===== config.mk =====
export PLATFORM = sky130hd
export DESIGN_NAME = mux_4x4
export DESIGN_NICKNAME = d
export VERILOG_FILES = /design/src/rtl/mux_4x4.sv
export SDC_FILE = /design/constraint.sdc
export NUM_CORES = 1
export LEC_CHECK = 0
export BUFFER_PORTS_ARGS = -buffer_cell sky130_fd_sc_hd__buf_2
export CAP_MARGIN = 20
export CORE_AREA = 3 3 40 42
export DETAILED_ROUTE_END_ITERATION = 6
export DIE_AREA = 0 0 43 45
export GPL_TIMING_DRIVEN = 0
export SYNTH_ARGS = -nofsm -noshare
export SYNTH_HDL_FRONTEND = slang
export SYNTH_SLANG_ARGS = --single-unit

===== constraint.sdc =====
create_clock -name CLK -period 2.7 [get_ports CLK]
set_clock_uncertainty 0.15 [all_clocks]
set_input_delay 0.405 -clock CLK [delete_from_list [all_inputs] [get_ports CLK]]
set_output_delay 0.405 -clock CLK [all_outputs]
set_load 0.01 [all_outputs]

===== src/rtl/mux_4x4.sv =====
// 4:1 mux with combinational result and one-hot select decode, plus an enabled capture register.
// Y/SEL_OH are zero-latency; Y_Q/VALID_Q update one CLK edge after capture; no backpressure.
module mux_4x4 #(
    parameter int unsigned           WIDTH     = 4,
    parameter logic [WIDTH-1:0]      RESET_VAL = '0
) (
    input  logic             CLK,
    input  logic             RST,
    input  logic [WIDTH-1:0] A,
    input  logic [WIDTH-1:0] B,
    input  logic [WIDTH-1:0] C,
    input  logic [WIDTH-1:0] D,
    input  logic [1:0]       S,
    input  logic             EN,
    output logic [WIDTH-1:0] Y,
    output logic [WIDTH-1:0] Y_Q,
    output logic [3:0]       SEL_OH,
    output logic             VALID_Q
);

    // An unknown select propagates as X in simulation rather than silently picking a leg.
    always_comb begin
        Y = 'x;
        case (S)
            2'b00:   Y = A;
            2'b01:   Y = B;
            2'b10:   Y = C;
            2'b11:   Y = D;
            default: Y = 'x;
        endcase
    end

    always_comb begin
        SEL_OH = 4'b0000;
        case (S)
            2'b00:   SEL_OH = 4'b0001;
            2'b01:   SEL_OH = 4'b0010;
            2'b10:   SEL_OH = 4'b0100;
            2'b11:   SEL_OH = 4'b1000;
            default: SEL_OH = 'x;
        endcase
    end

    // Reset wins over enable on the same edge.
    always_ff @(posedge CLK) begin
        if (RST) begin
            Y_Q     <= RESET_VAL;
            VALID_Q <= 1'b0;
        end else if (EN) begin
            Y_Q     <= Y;
            VALID_Q <= 1'b1;
        end
    end

endmodule


==> Word level (Yosys, flattened, before mapping) <==
Cells that the tools add are included.
{ "totals": {"ff_bits": 5, "output_inout_bits": 13, "wordCells": 8} }
{ "op_classes": {"n_eq_ne": 3, "muxes": 2, "reduce_logical": 1} }
{ "ops": {"columns": ["cell", "n"], "rows": [
  ["case mux 4 bit (4 select lines)", 2],
  ["equality test 2 bit (second input constant)", 2],
  ["equality test 2 x 1 -> 1 bit (second input constant)", 1],
  ["logical NOT 2 bit", 1]
]} }

==> Longest topological paths before layout <==
{ "logic_depth": {"ltp_word": 2, "mapped_depth": 3, "depth_no_buf": 2} }

==> Worst setup path after synthesis <==
OpenSTA, ideal clock, no wires.
{ "synth_timing": {"path_kind": "input -> output", "start": "input S[1]", "end": "output Y[0]", "arrival_ns": 0.969, "path_slack_ns": 1.176, "cell_stages": 3, "cell_sequence": "buf_2 mux2i_1 mux2i_1"} }
{ "synth_between": {"elab_chain_len": 2, "word_cells_on_any_way": 5, "cone_classes": "3 x eq/ne; 1 x mux; 1 x reduce/logical"} }
{ "synth_lines": {"columns": ["element", "line", "source"], "rows": [
  ["start, declared", "13", "input logic [1:0] S,"],
  ["equality test 2 bit (tied with other cells)", "24", "case (S)"],
  ["case mux 4 bit (4 select lines) *", "24", null],
  ["end, declared", "15", "output logic [WIDTH-1:0] Y,"]
]} }
Every way passes the cells marked *; elsewhere a longest branch is shown, timed or not.

==> Worst setup path in the final report <==
{ "layout_timing": {"start": "input S[1]", "end": "output Y[3]"} }
The elaborated chain is that of the path after synthesis.

==> flow_summary_export.csv <==
group,metric,value,unit
layout,drive_gt1_share,59.2,%
critical_path,crit_type,"input port to output port",
critical_path,end_kind,"output port",
clocking,cts_tree,"yes",
grt,grt_pass1_vias,370,
layout,antenna_cells,0,
timing,max_freq,542,MHz
detailed_routing,vias,393,
layout,nets,93,
detailed_routing,wl_per_cell,10.6,µm
grt,antenna_found_initial,0,
floorplan,placementRows,13,
grt,overflow,0,
critical_path,crit_slowest_cell,"mux2i_1",
yosys,synth-seq-cells,5,
placed_design,port_buffers,32,
timing,setup_viol_count_final,0,
yosys,synth.distinct_cells,12,
timing,final.period_utilization,68.3,%
yosys,synth_fp_nets,56,
detailed_routing,via_per_inst,4.57,
grt,grt_use_total,9.59,%
critical_path,worstPathCellList,"buf_2 -> buf_2 -> mux2i_1 -> mux2i_1 -> buf_2",
clocking,cts_setup_buffers,0,
clocking,cts_root_buffer,"clkbuf_4",
detailed_routing,drt_iter0_markers,1,
placed_design,dp_slack,0.831,ns
detailed_routing,first_pass_iters,2,
clocking,path_clk_slew,0.04,ns
floorplan,io_pins,34,
yosys,yosysWarnings,0,
timing,slew_viol_final,0,
yosys,syn-mean-instance-area,10.2,µm²
floorplan,initial_core_util,27.8,%
critical_path,cp_max_fo,10,
timing,finalHoldViolations,0,
pwr,vdd_drop_max,171,µV
clocking,ctsResizeCount,0,
floorplan,die_h,45,µm
critical_path,crit_top_cell,"buf_2",
min_path,hold_path.class,"input port to register",
clocking,clk_latency,0.24,ns
timing,slew_headroom,85.5,%
detailed_routing,drtAntennaViolNets,0,
clocking,cts_buffers,3,
detailed_routing,routed_wl,911,µm
timing,worst_pin_slew,0.212,ns
pwr,p_leak,0.000309,µW
pwr,cellPowerDensity,421,nW/µm²
status,outcome,"finished clean",
floorplan,fp.dieW,43,µm
critical_path,required,2.14,ns
floorplan,core_area,1280,µm²
placed_design,gp_congestion,0.656,
floorplan,dieArea,1940,µm²
clocking,cts_sinks,5,
timing,fin_ws,0.855,ns
timing,grt_setup_unrepaired,"no",
timing,period_minus_slack,1.84,ns
yosys,ys_seq_area_share,28.1,%
job,cap_violations,0,
clocking,postCtsHoldBufs,0,
grt,grt_pass1_wl,1.39,mm
clocking,cts_max_level,1,
layout,area_delta_synth_final,57.5,%
clocking,clk_path_buf_depth,2,
grt,grt_start_max_net_pins,11,
critical_path,crit_path_start_kind,"input port",
timing,tns,0,ns
detailed_routing,post-route-drc-count,0,
yosys,netlist_instances,35,
critical_path,arrival,1.29,ns
yosys,netlist_area,357,µm²
critical_path,slowest_delay,0.28,ns
==> area by class of cell <==
cell class	instances	area (µm²)
buffer	2	16.3
clock buffer	4	26.3
fill	136	723
multi-input combinational	28	240
sequential	5	100
tap	15	18.8
timing repair buffer	32	160
==> worst max-delay path: cells and delay by family <==
family	cells	cell delay (ns)
buffers and inverters	3	0.50
multiplexers	2	0.38
==> cell usage after synthesis <==
| library cell | count | area (µm²) |
|---|---|---|
| and2b_1 | 1 | 7.51 |
| or3b_4 | 1 | 11.3 |
| nor2b_1 | 1 | 6.26 |
| nand3b_1 | 1 | 7.51 |
| buf_6 | 1 | 11.3 |
| dfxtp_1 | 5 | 100 |
| nor2_1 | 3 | 11.3 |
| or3b_2 | 4 | 35.0 |
| o221ai_1 | 4 | 35.0 |
| buf_2 | 1 | 5.00 |
| mux2i_1 | 12 | 120 |
| and2_1 | 1 | 6.26 |
==> layer usage <==
layer / vias to the layer above / wire length, µm / track usage (%)
met4: 0 / 14 / 7.23
li1: 205 / - / -
met3: 2 / 128 / 3.19
met2: 21 / 434 / 15.9
met5: - / 0 / 0
met1: 165 / 334 / 10.2
==> state kept, by name (all words and copies together) (netlist names) <==
name	count
VALID_Q	1
Y_Q	4
==> logic make-up after synthesis <==
family | after synthesis | synth area share, %
flops | 5 | 28.1
mux | 12 | 33.7
simple gates | 12 | 23.9
buf+inv | 2 | 4.56
compound gates | 4 | 9.82
==> metrics by stage <==
stage,area (µm²),util [%],hold WS [ns],total power [µW],std cells
3_3_place_gp,536,41.7,0.312,154,82
5_1_grt,562,43.7,0.282,251,86
2_1_floorplan,357,-,0.327,122,35
3_5_place_dp,536,41.7,0.319,155,82
4_1_cts,562,43.7,0.244,243,86
6_report,562,43.7,0.253,236,86
==> layout by cell type (no fill, tap or decap) <==
master and instances:
dfxtp_1 5, buf_2 33, or3b_4 1, and2_1 1, and2b_1 1, o221ai_1 4, clkbuf_1 1, clkbuf_4 3
mux2i_1 12, buf_6 1, nand3b_1 1, or3b_2 4, nor2b_1 1, nor2_1 3
==> power breakdown <==
group	switching (µW)	leakage (µW)	total, µW	internal (µW)
combinational	33.0	0.000252	70.4	37.4
clock	28.0	0.0000150	83.7	55.7
sequential	2.18	0.0000414	82.2	80.0
==> path summary, 6_finish.rpt <==
path	startpoint	endpoint	slack (ns)	cells after the start
hold / removal	RST	VALID_Q$_SDFFE_PP0P_	0.25	2
setup reg to reg	Y_Q[0]$_SDFFE_PP0P_	Y_Q[0]$_SDFFE_PP0P_	1.64	2
setup / recovery	S[1]	Y[3]	0.86	5
hold reg to reg	VALID_Q$_SDFFE_PP0P_	VALID_Q$_SDFFE_PP0P_	0.33	2
No activity file was read; power rests on OpenSTA's default activity.
